[src/rtl/cam_frame_writer_if.sv]
// Camera parallel bus plus the memory write port driven by cam_frame_writer.
// master: the frame writer (samples camera, drives memory write).
// slave : the camera source / memory side.
interface cam_frame_writer_if #(
    parameter int ADDR_W = 20
);
    logic              cam_pclk;
    logic              cam_href;
    logic              cam_vsync;
    logic [7:0]        cam_data;
    logic              mem_we;
    logic [ADDR_W-1:0] mem_addr;
    logic [7:0]        mem_data;

    modport master (
        input  cam_pclk, cam_href, cam_vsync, cam_data,
        output mem_we, mem_addr, mem_data
    );

    modport slave (
        output cam_pclk, cam_href, cam_vsync, cam_data,
        input  mem_we, mem_addr, mem_data
    );
endinterface

[src/rtl/cam_frame_writer.sv]
// Camera capture into the frame buffer write port. Camera signals are
// synchronized into CLOCK_50 and edge-detected; one byte of each two-byte
// pixel is stored row-major. Camera is expected to change href/data while
// pclk is low, so an href edge and a pclk rise never share an event cycle.
module cam_frame_writer #(
    parameter int H_PIXELS    = 640,
    parameter int V_LINES     = 480,
    parameter int ADDR_W      = 20,
    parameter int SYNC_STAGES = 2,
    parameter int BYTE_SEL    = 0,
    parameter int VSYNC_POL   = 1
) (
    input  logic                  CLOCK_50,
    input  logic                  reset_n,
    input  logic                  capture_en,
    cam_frame_writer_if.master    bus,
    output logic                  frame_active,
    output logic                  frame_done,
    output logic [9:0]            line_count,
    output logic                  overflow
);
    localparam int unsigned       COL_W   = $clog2(H_PIXELS + 1);
    localparam logic [COL_W-1:0]  COL_MAX = COL_W'(H_PIXELS);
    localparam logic [ADDR_W-1:0] H_STEP  = ADDR_W'(H_PIXELS);
    localparam logic [9:0]        V_MAX   = 10'(V_LINES);
    localparam logic              BSEL    = (BYTE_SEL != 0);
    localparam logic              VS_ACT  = (VSYNC_POL != 0);

    typedef enum logic [1:0] {IDLE, WAIT_VS, CAPTURE, DONE} state_t;

    // synchronizer chains (all equal depth so data stays aligned with pclk)
    logic [SYNC_STAGES-1:0] pclk_sync, href_sync, vsync_sync;
    logic [7:0]             data_sync [SYNC_STAGES];
    logic                   pclk_prev, href_prev;

    // registered camera events
    logic                   ev_pclk_rise, ev_href, ev_href_rise, ev_href_fall, ev_vs_active;
    logic [7:0]             ev_data;

    // capture state
    state_t                 state;
    logic                   seen_vs;
    logic                   phase;
    logic [COL_W-1:0]       column;
    logic [ADDR_W-1:0]      addr, row_base;
    logic                   wr_pend;
    logic [ADDR_W-1:0]      wr_addr;
    logic [7:0]             wr_data;

    // Shift camera inputs through the synchronizer chains.
    always_ff @(posedge CLOCK_50 or negedge reset_n) begin
        if (!reset_n) begin
            pclk_sync  <= '0;
            href_sync  <= '0;
            vsync_sync <= '0;
            pclk_prev  <= 1'b0;
            href_prev  <= 1'b0;
            for (int unsigned i = 0; i < SYNC_STAGES; i++) data_sync[i] <= '0;
        end else begin
            pclk_sync    <= {pclk_sync[SYNC_STAGES-2:0], bus.cam_pclk};
            href_sync    <= {href_sync[SYNC_STAGES-2:0], bus.cam_href};
            vsync_sync   <= {vsync_sync[SYNC_STAGES-2:0], bus.cam_vsync};
            data_sync[0] <= bus.cam_data;
            for (int unsigned i = 1; i < SYNC_STAGES; i++) data_sync[i] <= data_sync[i-1];
            pclk_prev    <= pclk_sync[SYNC_STAGES-1];
            href_prev    <= href_sync[SYNC_STAGES-1];
        end
    end

    // Register edge events together with the href level and data of the same stage.
    always_ff @(posedge CLOCK_50 or negedge reset_n) begin
        if (!reset_n) begin
            ev_pclk_rise <= 1'b0;
            ev_href      <= 1'b0;
            ev_href_rise <= 1'b0;
            ev_href_fall <= 1'b0;
            ev_vs_active <= 1'b0;
            ev_data      <= '0;
        end else begin
            ev_pclk_rise <= pclk_sync[SYNC_STAGES-1] & ~pclk_prev;
            ev_href      <= href_sync[SYNC_STAGES-1];
            ev_href_rise <= href_sync[SYNC_STAGES-1] & ~href_prev;
            ev_href_fall <= ~href_sync[SYNC_STAGES-1] & href_prev;
            ev_vs_active <= (vsync_sync[SYNC_STAGES-1] == VS_ACT);
            ev_data      <= data_sync[SYNC_STAGES-1];
        end
    end

    // Frame FSM: tracks vsync/href, byte phase, column/row addressing and overflow.
    always_ff @(posedge CLOCK_50 or negedge reset_n) begin
        if (!reset_n) begin
            state        <= IDLE;
            seen_vs      <= 1'b0;
            phase        <= 1'b0;
            column       <= '0;
            addr         <= '0;
            row_base     <= '0;
            wr_pend      <= 1'b0;
            wr_addr      <= '0;
            wr_data      <= '0;
            frame_active <= 1'b0;
            frame_done   <= 1'b0;
            line_count   <= '0;
            overflow     <= 1'b0;
        end else begin
            wr_pend    <= 1'b0;
            frame_done <= 1'b0;
            case (state)
                IDLE: begin
                    frame_active <= 1'b0;
                    seen_vs      <= 1'b0;
                    if (capture_en) state <= WAIT_VS;
                end
                WAIT_VS: begin
                    if (ev_vs_active) begin
                        seen_vs <= 1'b1;
                    end else if (seen_vs) begin
                        seen_vs      <= 1'b0;
                        addr         <= '0;
                        row_base     <= '0;
                        column       <= '0;
                        phase        <= 1'b0;
                        line_count   <= '0;
                        overflow     <= 1'b0;
                        frame_active <= 1'b1;
                        state        <= CAPTURE;
                    end
                end
                CAPTURE: begin
                    if (ev_vs_active) begin
                        frame_done   <= 1'b1;
                        frame_active <= 1'b0;
                        state        <= DONE;
                    end else if (ev_href_rise) begin
                        phase  <= 1'b0;
                        column <= '0;
                        addr   <= row_base;
                    end else if (ev_href_fall) begin
                        // an unpaired trailing byte is simply abandoned here
                        phase  <= 1'b0;
                        column <= '0;
                        if (line_count < V_MAX) begin
                            row_base   <= row_base + H_STEP;
                            line_count <= line_count + 10'd1;
                        end
                    end else if (ev_pclk_rise && ev_href) begin
                        phase <= ~phase;
                        if (line_count >= V_MAX) begin
                            overflow <= 1'b1;
                        end else if (phase == BSEL) begin
                            if (column >= COL_MAX) begin
                                overflow <= 1'b1;
                            end else begin
                                wr_pend <= 1'b1;
                                wr_addr <= addr;
                                wr_data <= ev_data;
                                addr    <= addr + ADDR_W'(1);
                                column  <= column + COL_W'(1);
                            end
                        end
                    end
                end
                DONE: begin
                    seen_vs <= 1'b0;
                    state   <= capture_en ? WAIT_VS : IDLE;
                end
                default: state <= IDLE;
            endcase
        end
    end

    // Memory write port register; address/data hold their last written value.
    always_ff @(posedge CLOCK_50 or negedge reset_n) begin
        if (!reset_n) begin
            bus.mem_we   <= 1'b0;
            bus.mem_addr <= '0;
            bus.mem_data <= '0;
        end else begin
            bus.mem_we <= wr_pend;
            if (wr_pend) begin
                bus.mem_addr <= wr_addr;
                bus.mem_data <= wr_data;
            end
        end
    end
endmodule

[src/flat_wrapper.sv]
// flat-port wrapper written by rule: the top's interface ports become plain ports
module cam_frame_writer_flat 
#(
    parameter int H_PIXELS    = 640,
    parameter int V_LINES     = 480,
    parameter int ADDR_W      = 20,
    parameter int SYNC_STAGES = 2,
    parameter int BYTE_SEL    = 0,
    parameter int VSYNC_POL   = 1
)
  (CLOCK_50, reset_n, capture_en, frame_active, frame_done, line_count, overflow, bus_cam_pclk, bus_cam_href, bus_cam_vsync, bus_cam_data, bus_mem_we, bus_mem_addr, bus_mem_data);
  cam_frame_writer_if #(.ADDR_W(ADDR_W)) bus_i ();
  input  logic CLOCK_50;
  input  logic reset_n;
  input  logic capture_en;
  output logic frame_active;
  output logic frame_done;
  output logic [9:0] line_count;
  output logic overflow;
  input wire logic [$bits(bus_i.cam_pclk)-1:0] bus_cam_pclk;
  input wire logic [$bits(bus_i.cam_href)-1:0] bus_cam_href;
  input wire logic [$bits(bus_i.cam_vsync)-1:0] bus_cam_vsync;
  input wire logic [$bits(bus_i.cam_data)-1:0] bus_cam_data;
  output wire logic [$bits(bus_i.mem_we)-1:0] bus_mem_we;
  output wire logic [$bits(bus_i.mem_addr)-1:0] bus_mem_addr;
  output wire logic [$bits(bus_i.mem_data)-1:0] bus_mem_data;
  assign bus_i.cam_pclk = bus_cam_pclk;
  assign bus_i.cam_href = bus_cam_href;
  assign bus_i.cam_vsync = bus_cam_vsync;
  assign bus_i.cam_data = bus_cam_data;
  assign bus_mem_we = bus_i.mem_we;
  assign bus_mem_addr = bus_i.mem_addr;
  assign bus_mem_data = bus_i.mem_data;
  cam_frame_writer #(.H_PIXELS(H_PIXELS), .V_LINES(V_LINES), .ADDR_W(ADDR_W), .SYNC_STAGES(SYNC_STAGES), .BYTE_SEL(BYTE_SEL), .VSYNC_POL(VSYNC_POL)) u_core (.CLOCK_50(CLOCK_50), .reset_n(reset_n), .capture_en(capture_en), .bus(bus_i), .frame_active(frame_active), .frame_done(frame_done), .line_count(line_count), .overflow(overflow));
endmodule
[config.mk]
export PLATFORM = sky130hd
export DESIGN_NAME = cam_frame_writer_flat
export DESIGN_NICKNAME = d
export VERILOG_FILES = /design/src/rtl/cam_frame_writer_if.sv /design/src/rtl/cam_frame_writer.sv /design/src/flat_wrapper.sv
export SDC_FILE = /design/constraint.sdc
export NUM_CORES = 1
export LEC_CHECK = 0
export BUFFER_PORTS_ARGS = -buffer_cell sky130_fd_sc_hd__buf_2
export CORE_MARGIN = 5
export CORE_UTILIZATION = 35
export CTS_CLUSTER_SIZE = 24
export DETAILED_ROUTE_END_ITERATION = 16
export MAX_ROUTING_LAYER = met4
export PLACE_DENSITY_LB_ADDON = 0.05
export SKIP_CTS_REPAIR_TIMING = 1
export SLEW_MARGIN = 15
export SYNTH_ARGS = -nofsm -noshare
export SYNTH_HDL_FRONTEND = slang
export SYNTH_SLANG_ARGS = --single-unit
[constraint.sdc]
create_clock -name CLOCK_50 -period 2.4 [get_ports CLOCK_50]
set_input_delay 0.36 -clock CLOCK_50 [delete_from_list [all_inputs] [get_ports CLOCK_50]]
set_output_delay 0.36 -clock CLOCK_50 [all_outputs]
set_load 0.05 [all_outputs]
**Yosys cells after proc, flatten, opt, wreduce, memory -nomap -nowiden**

Cells that the tools add are included.

- Bits in latches: 0
- Memories kept: 0
- Input bits: 14
- Memory bits (read-only): 0
- Word-level logic and storage cells: 151
- Register bits: 161
- Output and inout bits: 42
- RAM bits: 0

- Reduce and logical (&&, ||, !) cells: 14
- Divide/modulo/power cells: 0
- Multiply operators: 0
- Eq/ne operators: 24
- Bitwise operators: 12
- $add $sub $neg: 4
- Shift-type cells: 0
- Order comparisons: 3
- Mux-type cells: 66

Operator list:

| cell | number |
|---|---|
| $mux W20 | 13 |
| $mux W10 | 13 |
| $pmux W20 S2 | 2 |
| $pmux W10 S2 | 2 |
| $mux W1 | 27 |
| $add A10 B1 Y10 const B | 2 |
| $add A20 B1 Y20 const B | 1 |
| $add A20 B10 Y20 const B | 1 |
| $reduce_and A9 Y1 | 2 |
| $reduce_and A8 Y1 | 2 |
| $ne A3 B2 Y1 const B | 4 |
| $ne A4 B2 Y1 const B | 3 |
| $ge A10 B10 Y1 const B | 1 |
| $ge A10 B9 Y1 const B | 1 |
| $lt A10 B9 Y1 const B | 1 |
| $ne A2 B1 Y1 const B | 5 |
| $ne A2 B2 Y1 const B | 5 |
| $not A1 Y1 | 9 |
| $mux W2 | 4 |
| $pmux W2 S4 | 1 |
| $reduce_and A4 Y1 | 2 |
| $reduce_and A7 Y1 | 1 |
| $ne A3 B1 Y1 const B | 2 |
| $pmux W1 S2 | 3 |
| 12 further kinds | 16 |

**Logic depth before layout (Yosys ltp)**

- Word-level depth: 9
- Depth in mapped cells: 9
- Mapped depth without buffers: 7

**Least setup slack after synthesis**

OpenSTA, ideal clock, no wires.

- Path kind: reg2reg
- Start point: reg u_core.state[0]
- End point: reg u_core.wr_addr[17]
- Setup slack: 0.227 ns
- Stages on the path, launching flop included: 8
- Required time: 2.275 ns
- Clock period less this slack: 2.173 ns
- Arrival: 2.048 ns
- Path buffers: 2
- Library setup time: 0.125 ns
- Cells stage by stage: dfrtp_1 inv_1 ha_1 or3b_4 or3_1 buf_6 buf_6 mux2_4

- Word-level cells in the longest chain between the ends: 2

Ends and longest elaborated chain:

| what | line | RTL |
|---|---|---|
| start, declared | cam_frame_writer.sv:41 | `state_t state;` |
| start signal, assigned | cam_frame_writer.sv:165 | `state <= capture_en ? WAIT_VS : IDLE;` |
| $eq A2 B2 Y1 | cam_frame_writer.sv:108 | `case (state)` |
| $reduce_and A8 Y1 (no source line) | - |  |
| end signal, assigned | cam_frame_writer.sv:155 | `wr_addr <= addr;` |
| end, declared | cam_frame_writer.sv:47 | `logic [ADDR_W-1:0] wr_addr;` |

No other way between the ends.
A chain may end at the register's enable or synchronous reset.

**Final worst setup path**

- Start point: reg u_core.state[0]
- End point: reg u_core.wr_data[3]

- Word-level cells in the longest chain between the ends: 2

Ends and longest elaborated chain:

| what | line | RTL |
|---|---|---|
| $eq A2 B2 Y1 | cam_frame_writer.sv:108 |  |
| $reduce_and A8 Y1 (no source line) | - |  |
| end signal, assigned | cam_frame_writer.sv:156 | `wr_data <= ev_data;` |
| end, declared | cam_frame_writer.sv:48 | `logic [7:0] wr_data;` |

No other way between the ends.

==> out/metrics.sh <==
STATUS='complete, no violations'
CP_SLOWEST_STAGE_DELAY_NS=0.41
YOSYSTOPAREACELLSHARE=0.579
GRT_START_MAX_NET_PINS=62
CP_DATA_REQUIRED_TIME_NS=2.71
MAX_SLEW.WORST_PIN.SLEW_NS=0.532
GRT_SETUP_UNREPAIRED='no'
MOST_FREQUENT_STANDARD_CELL_IN_THE_LAYOUT_EXCLUDING_FILL_AND_TAP_CELLS='dfrtp_1'
CLOCK_TREE.ROOT_CELL='clkbuf_16'
WORST-SETUP-PATH-TYPE='register to register'
LAYOUT_SETUP_WS_NS=0.153
TIMING.HOLD.WORST.CLASS='input pin to register'
FIN_WORST_HOLD_SLACK_NS=0.0331
NUMBER_OF_ENABLE_FLIP_FLOP_CELLS_AFTER_SYNTHESIS=0
TIMING.CRITICAL_PATH.TO_TYPE='register'
NUM_VIAS=4509
PATH_CELLS='inv_1 > ha_1 > or3b_4 > or3_1 > buf_12 > mux2_4'
SETUP_VIOL=0
AREA_GROWTH_SYN_TO_LAYOUT_PCT=21.5
SYNTHMUXAREASHARE=0.0998
GRT_UTIL_ALL_LAYERS=0.147
SHARE_SEQ_OF_TOTAL_POWER=0.363
SETUP_TNS_NS=0
FLOORPLAN.DIE_AREA_MM2=0.0219
START_KIND='register'
POSTSYNTHNETCOUNT=577
LAYOUT.NETS=664
ANTENNA_FOUND_INITIAL=0
CLOCK_LATENCY_OF_THE_LATER_CLOCKED_REGISTER_IN_THE_WORST_SKEW_PAIR_NS=0.43
POWER.NET_SWITCHING_mW=2.61
MAX_FREQ_MHz=445
CHIPWIDTH_UM=148
TOTAL_LEAKAGE_POWER_nW=3.82
INITIALDRTVIOLATIONCOUNT=205
YOSYS.AREA_SHARE.ADDER=0.0244
ANTENNA_LEFT=0
POST_ROUTE_DRC_VIOLATION_COUNT=0
MAXSLEWVIOLCOUNT=0
SYNTHESIS.INSTANCES=550
COMBINATIONAL_FAMILY_WITH_THE_MOST_AREA_AFTER_SYNTHESIS='simple AND/OR/NAND/NOR gates'
CELL_INTERNAL_PWR_mW=5.39
FINAL_LAYOUT_SIZE_SUFFIX_GT1_FRAC=0.292
POSTSYNTHREGISTERBITS=154
YOSYS.CELL_TYPES.COUNT=56
PLACE_AREA_MM2=0.00740
SYNTH.YOSYS.SEQ_AREA_SHARE=0.579
COMBINATIONAL_SHARE_OF_POWER=0.269
GLOBALROUTEOVERFLOWTOTAL=0
DPL_WORST_SLACK_NS=0.0822
PEAKVDDDROP_mV=0.499
PLACE.PORT_BUFFERS=55
SYNTH_SIMPLE_GATE_AREA_FRAC=0.140
START_UTIL=0.356
TOTALWIRELENGTH_MM=14.7
POWER_DENSITY_mW_PER_MM2=989
FINAL_HOLD_VIOL_COUNT=0
FIRST_PASS_ITERS=4
POST-ROUTE-PERIOD-UTIL=0.936
CRITPATHSLOWESTCELL='dfrtp_1'
AVGVIACOUNTPERCELL=5.10
NUMBER_OF_LEVELS_THE_H_TREE_WAS_SPLIT_INTO=4
SYNTHXORXNORAREAFRAC=0.0342
GP_CONGESTION=0.814
FIRST_GLOBAL_VIAS=4728
DRV.MAX_CAP_VIOLATION_COUNT=0
WORST-PATH-MAX-FANOUT=29
SYNTH_TOP_CELLS_BY_AREA='dfrtp_1 58%, mux2_2 8.0%, xnor2_1 2.8%'
CTS_TREE='built'
WORST_RELATIVE_SLEW_SLACK=0.646
WORST-ENDPOINT-ARRIVAL_NS=2.56
CTS-BUFFERS-INSERTED=17
MAX-CLOCK-PATH-BUFFERS=2
DETAIL_ROUTE.WL_PER_CELL_UM=16.6
SWITCHING_SHARE_OF_POWER=0.326
IOPINCOUNT=56
SYNTHDOMINANTAREACELLTYPE='dfrtp_1'
DIE_Y_UM=148
CLOCK_SINKS=154
COMMONEST_CELLS_AFTER_ROUTING_FILL_AND_TAPS_ASIDE='154 x dfrtp_1, 54 x buf_2, 47 x mux2_2, 35 x nor2_1, 29 x nand3_1'
CLOCK_POWER_SHARE=0.368
YS_ASYNC_SR_FRACTION=1.00
CTS.REPORTEDPATHS.CLKPINSLEW_NS=0.07
CRIT_PATH_TIME_FINAL_NS=2.25
POST-PLACE-CELLS=849
NUM_ANTENNA_CELLS=0
YS_WARN_COUNT=0
SYNTH_COMPOUND_GATE_AREA_SHARE=0.0959
LAYOUT.CELLS.NON_FILLER=884
NUM_ROWS=50
SKEW_NS=0.00869
FINAL_DESIGN_AREA_NO_FILL_MM2=0.00809
SYNTH-MAIN-FF-CELL='dfrtp_1'
SYN_AREA_MM2=0.00666
CORE_AREA_MM2=0.0187
GRT_PASS1_WL_MM=24.9
TOTALPOWERFINAL_mW=8.00
SYN-MEAN-INSTANCE-AREA_UM2=12.1
POST-DP-HPWL_MM=9.81
FINAL_CORE_UTILIZATION=0.432
critical path: cells and delay by family, from the launching register on:
kind	cells	cell delay, ns
adders and majority gates	1	0.23
DFF	1	0.41
buffers and inverters	2	0.36
muxes	1	0.32
and+or+nand+nor	2	0.78
metal layers:
metal  up-vias  GRT usage  part of all wire
met1      2246      0.194              0.49
met4         0     0.0374            0.0073
li1       2154          -                 -
met2       100      0.224              0.46
met5         -          -                 0
met3         9     0.0420             0.043
power groups by stage:
| stage | clock network [mW] | registers (mW) | logic, mW |
|---|---|---|---|
| floorplan | 0 | 3.03 | 1.16 |
| global placement | 0 | 2.94 | 2.10 |
| detailed placement | 0 | 2.95 | 2.13 |
| CTS | 3.05 | 2.90 | 2.14 |
| global route | 3.16 | 2.93 | 2.36 |
| finish | 2.94 | 2.90 | 2.16 |
final timing paths:
check,start,end,slack [ns],depth (start not counted)
max,u_core.state[0],u_core.wr_data[3],0.15,6
min,bus_cam_data[7],u_core.data_sync[15],0.03,1
max reg2reg,u_core.state[0],u_core.wr_data[3],0.15,6
min reg2reg,u_core.data_sync[6],u_core.ev_data[6],0.35,0
max in group asynchronous,reset_n,u_core.ev_vs_active,1.24,3
min in group asynchronous,reset_n,u_core.wr_data[1],0.46,2
cell families after synthesis:
family                   after synthesis
buffers and inverters                 38
AND/OR/NAND/NOR                      170
multiplexers                          56
AO/OA/AOI/OAI                         93
XOR/XNOR                              26
adder cells (fa/ha/maj)               13
flip-flops                           154
sequential cells by signal, summed over array words and instances, names as in the netlist, 2 cells and up:
signal and count:
u_core.wr_addr 20, u_core.bus.mem_data 8, u_core.wr_data 8, u_core.addr 20, u_core.pclk_sync 2, u_core.line_count 10
u_core.vsync_sync 2, u_core.href_sync 2, u_core.row_base 13, u_core.bus.mem_addr 20, u_core.column 10, u_core.ev_data 8
u_core.data_sync 16, u_core.state 2
synth_stat cells, drive strengths merged (3+ instances only):
library cell    n
and3            4
o21ai          28
a22oi           3
nand2b          4
nor2           35
a31oi           4
xor2            5
or3             3
o211ai         12
and4            4
a21o            4
nand3          29
nand2          29
a21oi          18
dfrtp         154
and2            4
xnor2          21
inv            18
nor2b           6
ha             13
o31ai           5
mux2           56
nor4           17
nor3           14
clkbuf         13
buf             7
nand4          11
area by class of cell:
| cell class | instances | area, µm² |
|---|---|---|
| inverters | 18 | 67.6 |
| clock inverters | 13 | 206 |
| clock buffers | 19 | 443 |
| flip-flops and latches | 154 | 3850 |
| well taps | 234 | 293 |
| fillers | 1761 | 10600 |
| repair buffers | 88 | 582 |
| multi-input cells | 358 | 2640 |
(Power assumes the default switching activity.)
